--- src/rtl/key_event_if.sv ---
// Keyboard key-state bundle in, conditioned command pulses out.
interface key_event_if;
  logic [511:0] key_down;
  logic         key_valid;
  logic         key_U;
  logic         key_D;
  logic         key_L;
  logic         key_R;
  logic         key_C;
  logic         any_key_held;

  modport master (
    output key_down, key_valid,
    input  key_U, key_D, key_L, key_R,
    input  key_C, any_key_held
  );

  modport slave (
    input  key_down, key_valid,
    output key_U, key_D, key_L, key_R,
    output key_C, any_key_held
  );
endinterface

--- src/rtl/key_event_gen.sv ---
// Turns PS/2 held-key state into one-cycle command pulses,
// with auto-repeat on the most recently pressed direction key.
module key_event_gen #(
  parameter logic [8:0] CODE_UP      = 9'h01D,
  parameter logic [8:0] CODE_LT      = 9'h01C,
  parameter logic [8:0] CODE_DW      = 9'h01B,
  parameter logic [8:0] CODE_RT      = 9'h023,
  parameter logic [8:0] CODE_EN      = 9'h05A,
  parameter int         REPEAT_DELAY = 50_000_000,
  parameter int         REPEAT_RATE  = 10_000_000,
  parameter int         CNT_W        = 27
) (
  input logic        clk,
  input logic        rst,
  key_event_if.slave bus
);

  localparam logic [1:0] IDLE   = 2'd0;
  localparam logic [1:0] DELAY  = 2'd1;
  localparam logic [1:0] REPEAT = 2'd2;

  localparam logic [CNT_W-1:0] DLY_LAST  =
    CNT_W'(REPEAT_DELAY - 1);
  localparam logic [CNT_W-1:0] RATE_LAST =
    CNT_W'(REPEAT_RATE - 1);

  // held/rise bit order: {EN, RT, LT, DW, UP}
  logic [4:0]       held;
  logic [4:0]       nxt_held;
  logic [4:0]       rise;
  logic [4:0]       pulse;
  logic [3:0]       dir_rise;
  logic [3:0]       pick;
  logic [3:0]       active;
  logic [3:0]       nxt_active;
  logic [3:0]       rep_vec;
  logic [1:0]       state;
  logic [1:0]       nxt_state;
  logic [CNT_W-1:0] cnt;
  logic [CNT_W-1:0] nxt_cnt;
  logic             tick;
  logic             drop;
  logic             any_q;
  logic             unused_key_down;

  assign unused_key_down = ^bus.key_down;

  assign nxt_held = bus.key_valid ?
    {bus.key_down[CODE_EN], bus.key_down[CODE_RT],
     bus.key_down[CODE_LT], bus.key_down[CODE_DW],
     bus.key_down[CODE_UP]} : held;

  assign rise     = nxt_held & ~held;
  assign dir_rise = rise[3:0];
  // lowest set bit gives U>D>L>R priority
  assign pick     = dir_rise & (~dir_rise + 4'd1);
  assign drop     = |(active & ~nxt_held[3:0]);

  assign tick =
    (state == DELAY  && cnt == DLY_LAST) ||
    (state == REPEAT && cnt == RATE_LAST);

  always_comb begin
    nxt_state  = state;
    nxt_active = active;
    nxt_cnt    = cnt;
    rep_vec    = '0;
    if (|dir_rise) begin
      nxt_state  = DELAY;
      nxt_active = pick;
      nxt_cnt    = '0;
    end else if (state != IDLE) begin
      if (drop) begin
        nxt_state  = IDLE;
        nxt_active = '0;
        nxt_cnt    = '0;
      end else if (tick) begin
        nxt_state = REPEAT;
        nxt_cnt   = '0;
        // an ENTER pulse swallows the repeat but keeps cadence
        if (!rise[4]) rep_vec = active;
      end else begin
        nxt_cnt = cnt + 1'b1;
      end
    end
  end

  always_ff @(posedge clk) begin
    if (rst) begin
      held   <= '0;
      pulse  <= '0;
      any_q  <= 1'b0;
      state  <= IDLE;
      active <= '0;
      cnt    <= '0;
    end else begin
      held   <= nxt_held;
      pulse  <= {rise[4], dir_rise | rep_vec};
      any_q  <= |nxt_held;
      state  <= nxt_state;
      active <= nxt_active;
      cnt    <= nxt_cnt;
    end
  end

  assign bus.key_U        = pulse[0];
  assign bus.key_D        = pulse[1];
  assign bus.key_L        = pulse[2];
  assign bus.key_R        = pulse[3];
  assign bus.key_C        = pulse[4];
  assign bus.any_key_held = any_q;

endmodule

--- src/flat_wrapper.sv ---
// flat-port wrapper written by rule: the top's interface ports become plain ports
module key_event_gen_flat 
#(
  parameter logic [8:0] CODE_UP      = 9'h01D,
  parameter logic [8:0] CODE_LT      = 9'h01C,
  parameter logic [8:0] CODE_DW      = 9'h01B,
  parameter logic [8:0] CODE_RT      = 9'h023,
  parameter logic [8:0] CODE_EN      = 9'h05A,
  parameter int         REPEAT_DELAY = 50_000_000,
  parameter int         REPEAT_RATE  = 10_000_000,
  parameter int         CNT_W        = 27
)
  (clk, rst, bus_key_down, bus_key_valid, bus_key_U, bus_key_D, bus_key_L, bus_key_R, bus_key_C, bus_any_key_held);
  key_event_if bus_i ();
  input logic clk;
  input logic rst;
  input wire logic [$bits(bus_i.key_down)-1:0] bus_key_down;
  input wire logic [$bits(bus_i.key_valid)-1:0] bus_key_valid;
  output wire logic [$bits(bus_i.key_U)-1:0] bus_key_U;
  output wire logic [$bits(bus_i.key_D)-1:0] bus_key_D;
  output wire logic [$bits(bus_i.key_L)-1:0] bus_key_L;
  output wire logic [$bits(bus_i.key_R)-1:0] bus_key_R;
  output wire logic [$bits(bus_i.key_C)-1:0] bus_key_C;
  output wire logic [$bits(bus_i.any_key_held)-1:0] bus_any_key_held;
  assign bus_i.key_down = bus_key_down;
  assign bus_i.key_valid = bus_key_valid;
  assign bus_key_U = bus_i.key_U;
  assign bus_key_D = bus_i.key_D;
  assign bus_key_L = bus_i.key_L;
  assign bus_key_R = bus_i.key_R;
  assign bus_key_C = bus_i.key_C;
  assign bus_any_key_held = bus_i.any_key_held;
  key_event_gen #(.CODE_UP(CODE_UP), .CODE_LT(CODE_LT), .CODE_DW(CODE_DW), .CODE_RT(CODE_RT), .CODE_EN(CODE_EN), .REPEAT_DELAY(REPEAT_DELAY), .REPEAT_RATE(REPEAT_RATE), .CNT_W(CNT_W)) u_core (.clk(clk), .rst(rst), .bus(bus_i));
endmodule
--- config.mk ---
export PLATFORM = sky130hd
export DESIGN_NAME = key_event_gen_flat
export DESIGN_NICKNAME = d
export VERILOG_FILES = /design/src/rtl/key_event_if.sv /design/src/rtl/key_event_gen.sv /design/src/flat_wrapper.sv
export SDC_FILE = /design/constraint.sdc
export NUM_CORES = 1
export LEC_CHECK = 0
export CORE_AREA = 4 4 198 200
export CTS_CLUSTER_SIZE = 30
export DETAILED_ROUTE_END_ITERATION = 8
export DIE_AREA = 0 0 202 204
export PLACE_DENSITY = 0.35
export SLEW_MARGIN = 20
export SYNTH_ARGS = -nofsm -noshare
export SYNTH_HDL_FRONTEND = slang
export SYNTH_SLANG_ARGS = --single-unit
--- constraint.sdc ---
create_clock -name clk -period 4.09 [get_ports clk]
set_input_delay 0.6135 -clock clk [delete_from_list [all_inputs] [get_ports clk]]
set_output_delay 0.6135 -clock clk [all_outputs]
set_load 0.05 [all_outputs]
==> metrics <==
FP Rows=71; sequential share of the synthesized area=0.406; Placer Congestion=0.700; final clock skew=0.00982 ns; worst hold-check path type=reg2reg; overall routing resource usage=0.0282; crit path DAT=3.24 ns; Final HPWL DP=4.04 mm; fillers=4388; Clock Tree Buf Depth=2; fraction of registers with async set/reset=0; Clk Latency, worst-skew pair=0.29 ns; total CTS buffers=5; actual slew at the worst max-slew pin=0.972 ns; DR DRC count=0; total of max-cap violations=0; Critical Path RT=4.30 ns; Tcrit/Tclk final=0.740; status=finished, final reports clean; EDFF count, synth=0; Worst-path clk slew=0.07 ns; TritonRoute pass-1 iters=4; post-CTS resize count=0; # Post-CTS Setup Buffers=0; relative slew slack=0.349; Crit Path Class=in2reg; CTS tree=built; die area=41200 sq um; crit-path max FO=15; first-pass GRT wire length=9.67 mm; setup ws final=1.06 ns; Via-to-Cell Ratio=2.37; initial antenna violation count=0; largest net degree at the start of global routing=16; TNS Setup=0 ns; H-Tree Depth=2; Hold Worst Slack=0.466 ns; number of global-route vias before repair=1865; pre-CTS setup slack=0.791 ns; Startpoint Class=primary input; antenna viol nets, final=0; top cells by area, synth=dfxtp_1 (41%), nor2_1 (6.2%), nand2_1 (4.8%); Synth Instances=257; net count after synthesis=773; Iteration-0 DRC Markers=106; wire per inst=7.25 um; Avg Inst Size Synth=8.45 sq um; Setup violations, final=0; IO Pins=521; CTS sink cnt=44; leakage=0.836 nW; RSZ-0062 raised after global routing=false; fin crit period=3.03 ns; PD cells=313 nW/um^2; starting density of the core=0.0580; crit end category=flip-flop; GRT overflow=0; Fmax=330 MHz; die width=202 um; Most used DFF post-synth=dfxtp_1; FF+latch count, synth=44; Final Hold Vio Count=0; Slew Viols, Final=0; synth warn=0; nets=786; Post-Syn Area=2170 sq um; leading area contributor after synthesis=dfxtp_1; WL final=5.67 mm; via count=1850; ANT cells=0; synth unique cells=56; Area Overhead vs Synth=40.6%; Buffers on Ports=13; CORE AREA=37400 sq um; Clk Tree Root Cell=clkbuf_16; fraction of layout cells with a size suffix above 1=0.0812; DIE HEIGHT=204 um; VDD IR max=0.143 mV; Yosys top cell area share=0.406; Hold-fix buffers, CTS=0
## worst paths after layout
check	slack [ns]	to	start	depth (start not counted)
max	1.06	u_core.cnt[26]$_SDFFE_PP0N_	bus_key_valid	7
min	0.47	u_core.pulse[4]$_SDFF_PP0_	u_core.held[4]$_SDFF_PP0_	1
max reg2reg	1.72	u_core.cnt[9]$_SDFFE_PP0N_	u_core.cnt[23]$_SDFFE_PP0N_	6
min reg2reg	0.47	u_core.pulse[4]$_SDFF_PP0_	u_core.held[4]$_SDFF_PP0_	1
## power breakdown
| part | total [W] | switching (W) | internal, W | leakage, nW |
|---|---|---|---|---|
| clock network | 0.000412 | 0.000168 | 0.000243 | 0.0701 |
| logic | 0.0000949 | 0.0000602 | 0.0000347 | 0.409 |
| registers | 0.000448 | 0.00000883 | 0.000439 | 0.357 |
## layout make-up
type                       count  area (sq um)  share of cell area
multi-input combinational    202          1230               0.403
inverter                       2          7.51             0.00246
tap                          511           639               0.210
sequential                    44           881               0.289
timing repair buffer          15           145              0.0476
clock buffer                   7           143              0.0467
clock inverter                 1          7.51             0.00246
## cell usage in the layout (no fill, tap or decap), drive strengths merged, types with 2 or more instances in the layout
cell           Yosys  layout
mux2i              5       5
clkbuf             3       7
and4               3       3
nor2b              5       5
or4                2       2
a31oi              5       5
and3               4       4
nor3               7       7
nor4               6       6
a2bb2o             2       2
xnor2              6       6
nand2             29      29
a22oi              3       3
o21ai             10      10
or3                3       3
buf                6       2
nor3b              3       3
dfxtp             44      44
xor2               7       7
nor4b              2       2
a21oi             16      16
clkdlybuf4s50      0      13
a21boi             2       2
a32oi              2       2
nand3             10      10
nand4              7       7
nand2b             5       5
or4b               2       2
or4bb              2       2
nor2              37      37
inv                2       2
nand3b             4       4
## kinds of logic after synthesis
kind of cell | after synthesis | share of synthesized area
xor+xnor | 13 | 0.0524
simple gates | 135 | 0.334
buf+inv | 11 | 0.0311
compound gates | 48 | 0.148
flops | 44 | 0.406
mux | 5 | 0.0231
fa+ha+maj | 1 | 0.00576
## state kept, by name (all words and copies together) (netlist names)
register and flops:
u_core.active 4, u_core.bus.any_key_held 1, u_core.cnt 27, u_core.held 5, u_core.pulse 5, u_core.state 2
## per-stage QoR
stage	util	power [W]	instances	cell area, sq um
final	0.0816	0.000954	782	3050
after CTS	0.0816	0.000973	782	3050
after floorplan	-	0.000524	257	2170
after detailed placement	0.0776	0.000553	774	2900
after global routing	0.0816	0.00101	782	3050
after global placement	0.0774	0.000555	774	2900
## per-layer routing
metal	up-vias	global-route usage	wire [um]
met1	864	0.0397	3020
li1	953	-	-
met2	25	0.0413	2370
met5	-	0	0
met4	0	0.00732	48
met3	8	0.00920	226
## worst max-delay path: stages
cell and delay [ns]:
clkdlybuf4s50_1 0.73, nand3b_2 0.30, nand2_1 0.09, or3_1 0.49, or4_4 0.58, o31a_1 0.30, a31oi_1 0.13
## synth_stat cells, types with 2 or more instances
master	n
a21oi_1	16
a22oi_1	2
a2bb2o_1	2
a31oi_1	5
a32oi_1	2
and3_1	4
and4_1	3
buf_2	3
clkbuf_1	3
dfxtp_1	44
inv_1	2
mux2i_1	5
nand2_1	28
nand2b_1	5
nand3_1	10
nand3b_1	3
nand4_1	7
nor2_1	36
nor2b_1	5
nor3_1	7
nor3b_1	3
nor4_1	5
nor4b_1	2
o21ai_0	8
or3_1	3
or4b_2	2
or4bb_1	2
xnor2_1	6
xor2_1	7
(Power assumes the default switching activity.)
